### src/rtl/aes_pkg.sv
// AES helper package: GF(2^8) arithmetic, S-box, rcon constants and scheduler state type.
// Contents:
//   KEY_W/WORD_W/BYTE_W/IDX_W  widths of key, word, byte and round index
//   RCON_FIRST/RCON_LAST       rcon of round 1 and round 10
//   state_t                    scheduler FSM states
//   xtime/inv_xtime/sbox       byte functions used by the key step
package aes_pkg;

   localparam int unsigned KEY_W  = 128;
   localparam int unsigned WORD_W = 32;
   localparam int unsigned BYTE_W = 8;
   localparam int unsigned IDX_W  = 4;

   localparam logic [BYTE_W-1:0] RCON_FIRST = 8'h01;
   localparam logic [BYTE_W-1:0] RCON_LAST  = 8'h36;

   typedef enum logic [1:0] {IDLE, EXPAND, EMIT} state_t;

   // Multiply by x in GF(2^8) modulo x^8+x^4+x^3+x+1.
   function automatic logic [7:0] xtime(input logic [7:0] x);
      return {x[6:0], 1'b0} ^ (x[7] ? 8'h1B : 8'h00);
   endfunction

   // Divide by x in GF(2^8); exact inverse of xtime.
   function automatic logic [7:0] inv_xtime(input logic [7:0] x);
      return x[0] ? (((x ^ 8'h1B) >> 1) | 8'h80) : (x >> 1);
   endfunction

   function automatic logic [7:0] gf_mul(input logic [7:0] a, input logic [7:0] b);
      logic [7:0] p;
      logic [7:0] aa;
      p  = 8'h00;
      aa = a;
      for (int i = 0; i < 8; i++) begin
         if (b[i]) p = p ^ aa;
         aa = xtime(aa);
      end
      return p;
   endfunction

   // Multiplicative inverse as x^254; maps 0 to 0 as the S-box requires.
   function automatic logic [7:0] gf_inv(input logic [7:0] x);
      logic [7:0] y;
      logic [7:0] r;
      y = x;
      r = 8'h01;
      for (int i = 1; i < 8; i++) begin
         y = gf_mul(y, y);
         r = gf_mul(r, y);
      end
      return r;
   endfunction

   // Forward S-box: inverse followed by the affine transform.
   function automatic logic [7:0] sbox(input logic [7:0] x);
      logic [7:0] b;
      b = gf_inv(x);
      return b ^ {b[6:0], b[7]} ^ {b[5:0], b[7:6]} ^ {b[4:0], b[7:5]} ^ {b[3:0], b[7:4]} ^ 8'h63;
   endfunction

endpackage

### src/rtl/aes_key_step.sv
// One AES-128 key-expansion step, forward or inverse, sharing a single 4-byte S-box set.
// Ports:
//   key       in   current round key (w0 in [127:96] ... w3 in [31:0])
//   rcon      in   rcon of the round being produced (fwd) or undone (inv)
//   dir       in   0 = forward step, 1 = inverse step
//   next_key  out  resulting round key
module aes_key_step
   import aes_pkg::*;
(
   input  logic [KEY_W-1:0]  key,
   input  logic [BYTE_W-1:0] rcon,
   input  logic              dir,
   output logic [KEY_W-1:0]  next_key
);

   logic [WORD_W-1:0] w0, w1, w2, w3;
   logic [WORD_W-1:0] sb_in, rot, t;

   assign w0 = key[127:96];
   assign w1 = key[95:64];
   assign w2 = key[63:32];
   assign w3 = key[31:0];

   // The inverse step needs SubWord of the recovered w3 (w3^w2), the forward step of w3 itself.
   assign sb_in = dir ? (w3 ^ w2) : w3;
   assign rot   = {sb_in[23:0], sb_in[31:24]};
   assign t     = {sbox(rot[31:24]) ^ rcon, sbox(rot[23:16]), sbox(rot[15:8]), sbox(rot[7:0])};

   always_comb begin
      logic [WORD_W-1:0] f0, f1, f2, f3;
      f0 = w0 ^ t;
      f1 = w1 ^ f0;
      f2 = w2 ^ f1;
      f3 = w3 ^ f2;
      next_key = {f0, f1, f2, f3};
      if (dir) next_key = {w0 ^ t, w1 ^ w0, w2 ^ w1, w3 ^ w2};
   end

endmodule

### src/rtl/aes_inv_key_sched.sv
// AES-128 decryption key scheduler: expands the cipher key forward to round 10, then
// streams round keys 10..0 over a valid/ready interface using inverse expansion steps.
// Optional feature macro: AES_INV_KEY_CACHE_EN (caches the last key and its round-10 key
// so a repeated start skips the expansion phase).
// Ports:
//   clk, rst        clock, asynchronous active-high reset
//   start, key_in   begin a schedule for key_in (accepted only when idle)
//   busy            high whenever not idle
//   rk_valid/ready  round-key stream handshake
//   round_key       current round key
//   round_idx       round number of round_key (10..0)
//   rk_last         marks round 0
module aes_inv_key_sched
   import aes_pkg::*;
#(
   parameter int unsigned NR = 10,   // only 10 is supported
   parameter int unsigned KW = 128   // only 128 is supported
) (
   input  logic          clk,
   input  logic          rst,
   input  logic          start,
   input  logic [KW-1:0] key_in,
   output logic          busy,
   output logic          rk_valid,
   input  logic          rk_ready,
   output logic [KW-1:0] round_key,
   output logic [3:0]    round_idx,
   output logic          rk_last
);

   state_t              state, state_nxt;
   logic [KW-1:0]       key_nxt, step_out;
   logic [BYTE_W-1:0]   rcon, rcon_nxt;
   logic [IDX_W-1:0]    cnt, cnt_nxt, idx_nxt;
   logic                valid_nxt, step_dir;
   logic                cache_hit;
   logic [KW-1:0]       cache_rk10;

   aes_key_step u_step (
      .key      (round_key),
      .rcon     (rcon),
      .dir      (step_dir),
      .next_key (step_out)
   );

`ifdef AES_INV_KEY_CACHE_EN
   logic [KW-1:0] cache_key;
   logic          cache_ok;

   assign cache_hit = cache_ok && (key_in == cache_key);

   // Remember the key of a full expansion and, when it completes, its round-10 key.
   always_ff @(posedge clk or posedge rst) begin
      if (rst) begin
         cache_key  <= '0;
         cache_rk10 <= '0;
         cache_ok   <= 1'b0;
      end else if (state == IDLE && start && !cache_hit) begin
         cache_key <= key_in;
         cache_ok  <= 1'b0;
      end else if (state == EXPAND && cnt == IDX_W'(NR)) begin
         cache_rk10 <= step_out;
         cache_ok   <= 1'b1;
      end
   end
`else
   assign cache_hit  = 1'b0;
   assign cache_rk10 = '0;
`endif

   // Next-state, key, rcon and stream control.
   always_comb begin
      state_nxt = state;
      key_nxt   = round_key;
      rcon_nxt  = rcon;
      cnt_nxt   = cnt;
      idx_nxt   = round_idx;
      valid_nxt = rk_valid;
      step_dir  = 1'b0;
      case (state)
         IDLE: begin
            if (start) begin
               if (cache_hit) begin
                  key_nxt   = cache_rk10;
                  rcon_nxt  = RCON_LAST;
                  idx_nxt   = IDX_W'(NR);
                  valid_nxt = 1'b1;
                  state_nxt = EMIT;
               end else begin
                  key_nxt   = key_in;
                  rcon_nxt  = RCON_FIRST;
                  cnt_nxt   = IDX_W'(1);
                  state_nxt = EXPAND;
               end
            end
         end
         EXPAND: begin
            key_nxt = step_out;
            // rcon stops advancing on the last step so it holds the round-10 value for EMIT.
            if (cnt == IDX_W'(NR)) begin
               idx_nxt   = IDX_W'(NR);
               valid_nxt = 1'b1;
               state_nxt = EMIT;
            end else begin
               rcon_nxt = xtime(rcon);
               cnt_nxt  = cnt + IDX_W'(1);
            end
         end
         EMIT: begin
            step_dir = 1'b1;
            if (rk_ready) begin
               if (round_idx == '0) begin
                  valid_nxt = 1'b0;
                  state_nxt = IDLE;
               end else begin
                  key_nxt  = step_out;
                  idx_nxt  = round_idx - IDX_W'(1);
                  rcon_nxt = inv_xtime(rcon);
               end
            end
         end
         default: state_nxt = IDLE;
      endcase
   end

   // State and output registers.
   always_ff @(posedge clk or posedge rst) begin
      if (rst) begin
         state     <= IDLE;
         round_key <= '0;
         rcon      <= '0;
         cnt       <= '0;
         round_idx <= '0;
         rk_valid  <= 1'b0;
         rk_last   <= 1'b0;
         busy      <= 1'b0;
      end else begin
         state     <= state_nxt;
         round_key <= key_nxt;
         rcon      <= rcon_nxt;
         cnt       <= cnt_nxt;
         round_idx <= idx_nxt;
         rk_valid  <= valid_nxt;
         rk_last   <= valid_nxt && (idx_nxt == '0);
         busy      <= (state_nxt != IDLE);
      end
   end

endmodule

### config.mk
export PLATFORM = sky130hd
export DESIGN_NAME = aes_inv_key_sched
export DESIGN_NICKNAME = d
export VERILOG_FILES = /design/src/rtl/aes_pkg.sv /design/src/rtl/aes_key_step.sv /design/src/rtl/aes_inv_key_sched.sv
export SDC_FILE = /design/constraint.sdc
export NUM_CORES = 2
export LEC_CHECK = 0
export CORE_ASPECT_RATIO = 2
export CORE_MARGIN = 4
export CORE_UTILIZATION = 50
export CTS_CLUSTER_SIZE = 14
export DETAILED_ROUTE_END_ITERATION = 16
export GPL_TIMING_DRIVEN = 0
export PLACE_DENSITY_LB_ADDON = 0.2
export RECOVER_POWER = 25
export REMOVE_ABC_BUFFERS = 1
export SYNTH_ARGS = -nofsm -noshare
export SYNTH_HDL_FRONTEND = slang
export SYNTH_SLANG_ARGS = --single-unit
### constraint.sdc
create_clock -name clk -period 55.3 [get_ports clk]
set_input_delay 16.59 -clock clk [delete_from_list [all_inputs] [get_ports clk]]
set_output_delay 16.59 -clock clk [all_outputs]
set_load 0.01 [all_outputs]
======== Yosys cells after proc, flatten, opt, wreduce, memory -nomap -nowiden ========
Index checks and enable logic that the tools add are counted.
W data, S select, Z words.
cells by class
  add/sub/neg operators ................... 2
  eq/ne operators ......................... 7
  multiplexer cells ....................... 842
  bitwise operators ....................... 786
  reduce and logical (&&, ||, !) cells .... 10
operators with widths
  cell                   number
  $xor A8 B8 Y8          745
  $mux W8                425
  $mux W5                369
  $mux W128              3
  $pmux W128 S3          1
  $xor A32 B32 Y32       7
  $mux W96               1
  $mux W4                9
  $mux W32               1
  $mux W7                4
  $not A1 Y1 const A     28
  $mux W6                4
  $pmux W8 S3            1
  $not A4 Y4             5
  $mux W2                8
  $pmux W4 S2            2
  $mux W3                4
  $logic_not A4 Y1       2
  $mux W1                8
  $ne A2 B2 Y1 const B   4
  $xor A8 B5 Y8          1
  $pmux W2 S3            1
  $reduce_and A5 Y1      1
  $add A4 B1 Y4 const B  1
  other kinds (11)       12
word-level totals
  flip-flop bits (word level) ............. 149
  bits of input ports ..................... 132
  output and inout port bits .............. 135
  word-level logic and storage cells ...... 1655

======== Longest topological paths before layout ========
  depth in word-level cells ............... 144
  gate-level depth with buffers ........... 86
  depth with buffers taken out ............ 63

======== By module ========
From an unflattened synthesis, not the netlist that was laid out.
unflattened totals
  cells, all modules ...................... 9005
  area total of the unflattened synthesis .. 65462.8 um^2
modules (own cells, without submodules)
  module             instances  cells an instance  area each (um^2)  sequential area each (um^2)
  aes_key_step       1          8303               58018.1           0.0
  aes_inv_key_sched  1          702                7444.6            3728.6

======== Least setup slack after synthesis ========
No wires, ideal clock.
  kind .................................... register to register
  start point ............................. register state[0]
  end point ............................... register round_key[35]
  library setup time ...................... 0.124 ns
  arrival ................................. 18.310 ns
  required time ........................... 55.176 ns
  path slack .............................. 36.866 ns
  stages on the path, launching flop included .. 79
  path buffers ............................ 20
  period minus slack after synthesis ...... 18.434 ns
  cell sequence ........................... dfrtp_1 -> inv_1 -> ha_1 -> buf_4 -> buf_6 -> buf_6 -> buf_6 -> buf_4 -> buf_6 -> buf_6 -> buf_6 -> buf_4 -> clkbuf_1 -> clkbuf_1 -> buf_1 -> nand2_1 -> xnor2_1 -> ha_1 -> [43 not listed] -> xnor3_1 -> nor2_1 -> xnor2_1 -> xnor3_1 -> xnor2_2 -> xor2_1 -> xnor2_1 -> nand2_1 -> xor2_1 -> xnor3_1 -> xnor2_2 -> xor2_1 -> xnor2_1 -> xor2_1 -> nor3b_1 -> a21oi_1 -> o22ai_1 -> o21bai_1
between the ends
  longest elaborated chain between the ends .. 138
  elaborated cells on any way between the ends .. 406
  those cells by class .................... eq/ne: 5; mux: 209; bitwise: 189; reduce/logical: 3
RTL lines
  element                                   RTL line                      RTL
  start: declaration                        aes_inv_key_sched.sv:31       state_t state, state_nxt;
  start signal: assignment                  aes_inv_key_sched.sv:138      state <= state_nxt;
  $eq A2 B2 Y1                              aes_inv_key_sched.sv:80       case (state)
  $mux W1                                   aes_inv_key_sched.sv:80
  $mux W32                                  aes_key_step.sv:25            assign sb_in = dir ? (w3 ^ w2) : w3;
  $mux W5 (tied with other cells)           aes_pkg.sv:21                 return {x[6:0], 1'b0} ^ (x[7] ? 8'h1B : 8'h00);
  $xor A8 B8 Y8, on equally long branches   aes_pkg.sv:21, aes_pkg.sv:35
  $xor A8 B8 Y8 or $mux W8 (tied branches)  aes_pkg.sv:35                 if (b[i]) p = p ^ aa;
  $mux W8 or $xor A8 B8 Y8 (tied branches)  aes_pkg.sv:35
  $xor A8 B8 Y8 or $mux W8 (tied branches)  aes_pkg.sv:35
  [119 not listed]                          -
  $xor A8 B8 Y8 (4 in a row)                aes_pkg.sv:58                 return b ^ {b[6:0], b[7]} ^ {b[5:0], b[7:6]} ^ {b[4:0], b[7:5]} ^ {b[3:0], b[7:4]} ^ 8'h63;
  $xor A32 B32 Y32                          aes_key_step.sv:31            f0 = w0 ^ t;
  $xor A32 B32 Y32                          aes_key_step.sv:32            f1 = w1 ^ f0;
  $xor A32 B32 Y32                          aes_key_step.sv:33            f2 = w2 ^ f1;
  $mux W96                                  aes_key_step.sv:36            if (dir) next_key = {w0 ^ t, w1 ^ w0, w2 ^ w1, w3 ^ w2};
  $mux W128                                 aes_inv_key_sched.sv:112      if (round_idx == '0) begin
  $mux W128                                 aes_inv_key_sched.sv:111      if (rk_ready) begin
  $pmux W128 S3                             aes_inv_key_sched.sv:80
  end signal: assignment                    aes_inv_key_sched.sv:139      round_key <= key_nxt;
  end: declaration                          aes_inv_key_sched.sv:26       output logic [KW-1:0] round_key,
Several ways; a longest one is shown, not always the timed one. The select of a mux whose other input is x is not followed.
A chain may end at the register's enable or synchronous reset.

======== Worst setup path after layout ========
  start point ............................. register state[0]
  end point ............................... register round_key[31]
between the ends
  longest elaborated chain between the ends .. 140
  elaborated cells on any way between the ends .. 408
  those cells by class .................... eq/ne: 5; mux: 209; bitwise: 191; reduce/logical: 3
RTL lines
  element           RTL line                  RTL
  $eq A2 B2 Y1      aes_inv_key_sched.sv:80
  $mux W1           aes_inv_key_sched.sv:80
  $mux W32          aes_key_step.sv:25
  $mux W5           aes_pkg.sv:21
  $xor A8 B8 Y8     aes_pkg.sv:21
  $xor A8 B8 Y8     aes_pkg.sv:35
  $mux W8           aes_pkg.sv:35
  $xor A8 B8 Y8     aes_pkg.sv:35
  [124 not listed]  -
  $xor A32 B32 Y32  aes_key_step.sv:31
  $xor A32 B32 Y32  aes_key_step.sv:32
  $xor A32 B32 Y32  aes_key_step.sv:33
  $xor A32 B32 Y32  aes_key_step.sv:34        f3 = w3 ^ f2;
  $mux W96          aes_key_step.sv:36
  $mux W128         aes_inv_key_sched.sv:112
  $mux W128         aes_inv_key_sched.sv:111
  $pmux W128 S3     aes_inv_key_sched.sv:80
Several ways; a longest one is shown, not always the timed one. The select of a mux whose other input is x is not followed.

==> flow_metrics.py <==
metrics = {
    "run_status": {
        "outcome": "finished, violations left",
        "violations": "max-capacitance violations, max-slew violations",
    },
    "worst_setup_path": {
        "crit_end": "round_key[31]$_DFFE_PP0P_",
        "critPathMostFrequentCell": "xnor2_1",
        "cpPeakStageDelay_ns": 0.94,
        "r2r_cells": 60,
        "worstPathArrival_ns": 24.79,
        "startpoint_type": "flop",
        "cp_max_fo": 47,
        "worstPathRequired_ns": 55.75,
        "reg2reg_from": "state[0]$_DFF_PP0_",
        "cpMaxStageDelayCell": "nor2_1",
        "worstSetupPathType": "reg -> reg",
        "crit_path_end_kind": "flop",
        "rrSetupSlack_ns": 30.95,
        "setup.worst_path.start": "state[0]$_DFF_PP0_",
        "regToRegEndpoint": "round_key[31]$_DFFE_PP0P_",
    },
    "logic_synthesis": {
        "async_reset_ff_frac": 1.00,
        "synthFlopType": "dfrtp_1",
        "syn_inst": 9633,
        "ys_seq_area_frac": 0.0517,
        "synth_area_sq_mm": 0.0721,
        "syn_area_per_cell_sq_um": 7.49,
        "yosys_warnings": 0,
        "synth_edf_count": 0,
        "ys_ff_latch": 149,
        "ys_types": 117,
    },
    "clocking": {
        "cts_tree": "built",
        "cts_hold_buf": 0,
        "clock_sinks": 149,
        "clk_latency_ns": 0.52,
        "ctsLongestPathBuffers": 2,
        "cts.clk_slew.worst_paths_ns": 0.08,
        "cts_setup_buffers": 0,
        "ctsResizeCount": 0,
        "cts-root-buf": "clkbuf_16",
        "cts-htree-levels": 4,
        "numCtsBuffers": 17,
    },
    "routing": {
        "drc_errors": 0,
        "wl_per_cell_um": 21.5,
        "via_per_inst": 6.32,
        "dr.pass1.iters": 8,
        "final_antenna_net_count": 0,
        "wl_met1_um": 89200,
        "wl_met2_um": 124000,
        "routed.top_layer": "met4",
        "routed_wl_um": 241000,
        "dr_total_vias": 70811,
        "drt_iter0_drc": 5726,
        "wl_met3_um": 11800,
    },
    "timing": {
        "setup-tns-final_ns": 0,
        "period_needed_ns": 24.35,
        "relSlewSlack": -2.01,
        "setup_viol": 0,
        "final_max_slew_viol_count": 152,
        "rsz0062_at_grt": "false",
        "worst_clock_skew_ns": 0.0191,
        "fmax_ghz": 0.0411,
        "min_period_over_period": 0.440,
        "worst-slew-pin-transition_ns": 4.49,
        "hold_viol": 0,
    },
    "cells_and_area": {
        "nets": 9472,
        "final_layout_size_suffix_gt1_frac": 0.0639,
        "fillers": 13629,
        "multi_input_area_sq_mm": 0.0659,
        "ff_latch_area_sq_mm": 0.00373,
        "final_area_sq_mm": 0.0774,
        "syn_to_final_growth_pct": 7.26,
    },
    "floorplan": {
        "rows": 196,
        "ios": 267,
        "die_x_um": 277,
        "die_h_um": 545,
        "start_util": 0.505,
        "coreArea_sq_mm": 0.143,
        "dieArea_sq_mm": 0.151,
    },
    "place": {
        "hpwl_um": 183000,
        "gp_congestion": 0.944,
        "io_buffers": 266,
        "place_area_sq_mm": 0.0766,
    },
    "worst_hold_path": {
        "hp-class": "reg -> reg",
    },
    "global_route": {
        "antenna_found_initial": 1,
        "grt_max_degree": 94,
        "overflow": 0,
        "grt_pass1_vias": 69073,
        "grt.total_usage": 0.300,
        "grt_pass1_wl_um": 376000,
    },
    "flow_run": {
        "cap_violations": 2,
    },
}
## layer usage
layer	vias to the layer above	track usage
li1	32976	-
met1	34009	0.324
met2	2928	0.560
met3	898	0.0226
met4	0	0.194
met5	-	0
## kinds of logic (layout without fill, tap and decap cells)
family / after synthesis / after routing / synth area share
AOI/OAI and AO/OA: 2305 / 2305 / 0.206
buffers and inverters: 850 / 543 / 0.0498
DFF: 149 / 149 / 0.0517
and+or+nand+nor: 3265 / 3265 / 0.202
other: 0 / 1 / 0
adders and majority gates: 30 / 30 / 0.00510
xor gates and xnor gates: 2748 / 2748 / 0.444
muxes: 286 / 286 / 0.0412
## cells in the final DEF (no fill, tap or decap), drive strengths merged, types with 51 or more instances in the layout
cell type,instances
a211oi,75
nor3,256
xnor2,1736
nand2b,90
nand2,995
nor2,1221
mux2i,234
xnor3,430
or2,52
buf,101
clkdlybuf4s50,263
nand3,249
a32oi,51
and3,60
a21oi,579
o22ai,174
o21ai,602
a22oi,92
xor2,520
a31oi,83
o211ai,82
inv,134
xor3,62
nor2b,57
and2,66
dfrtp,149
## how the worst min path moves through the flow
stage / startpoint / to / slack (ns) / cells after the start
final: cnt[3]$_DFFE_PP0P_ / cnt[3]$_DFFE_PP0P_ / 0.57 / 1
after global routing: cnt[3]$_DFFE_PP0P_ / cnt[3]$_DFFE_PP0P_ / 0.59 / 1
after CTS: cnt[2]$_DFFE_PP0P_ / cnt[2]$_DFFE_PP0P_ / 0.57 / 2
after detailed placement: cnt[2]$_DFFE_PP0P_ / cnt[2]$_DFFE_PP0P_ / 0.55 / 2
after global placement: rcon[1]$_DFFE_PP0P_ / rcon[1]$_DFFE_PP0P_ / 0.54 / 2
after floorplan: rcon[6]$_DFFE_PP0P_ / rcon[6]$_DFFE_PP0P_ / 0.51 / 2
## state kept, by name, summed over array words and instances, names as in the netlist
signal / count
rcon: 8
busy: 1
cnt: 4
rk_last: 1
state: 2
round_key: 128
round_idx: 4
rk_valid: 1
## stage by stage
stage | hold slack, ns | cells | utilization | worst slack (ns)
after floorplan | 0.512 | 8926 | - | 29.38
after global placement | 0.536 | 11073 | 0.518 | 19.44
after detailed placement | 0.551 | 11171 | 0.536 | 31.42
after CTS | 0.573 | 11203 | 0.540 | 31.24
after global routing | 0.592 | 11208 | 0.541 | 29.68
final | 0.574 | 11208 | 0.541 | 30.95
## synthesized netlist by cell type (60+ instances only)
cell / number / area [sq um]
nand3_1: 249 / 1250
nand2b_1: 90 / 563
xnor2_2: 86 / 1400
and2_1: 64 / 400
o21ai_0: 560 / 2800
and3_1: 60 / 375
a22oi_1: 92 / 691
nor2_1: 1210 / 4540
nor3_1: 253 / 1270
a31oi_1: 83 / 519
xnor2_1: 1640 / 14400
mux2i_1: 233 / 2330
o22ai_1: 174 / 1090
xor2_1: 491 / 4300
a21oi_1: 577 / 2890
nand2_1: 991 / 3720
dfrtp_1: 149 / 3730
inv_1: 117 / 439
a211oi_1: 74 / 556
clkbuf_1: 463 / 1740
xnor3_1: 404 / 9100
o211ai_1: 82 / 616
buf_2: 139 / 696
## worst max-delay path: cells and delay by family, from the launching register on
family                     cells  cell delay, ns
AOI/OAI and AO/OA             14            4.48
xor gates and xnor gates      19            8.02
adders and majority gates      5            2.94
buffers and inverters          7            2.67
DFF                            1            0.45
muxes                          1            0.49
and+or+nand+nor               14            5.14
## area by class of cell
cell class | count | area share
Tap cell | 1881 | 0.0304
Clock inverter | 14 | 0.00188
Inverter | 143 | 0.00702
Clock buffer | 18 | 0.00568
Antenna cell | 1 | 0.0000323
Multi-Input combinational cell | 8634 | 0.852
Timing Repair Buffer | 368 | 0.0551
Sequential cell | 149 | 0.0482
Power is not shown: default switching activity piles up to over one toggle a cycle in this logic, so the estimate is an artifact.
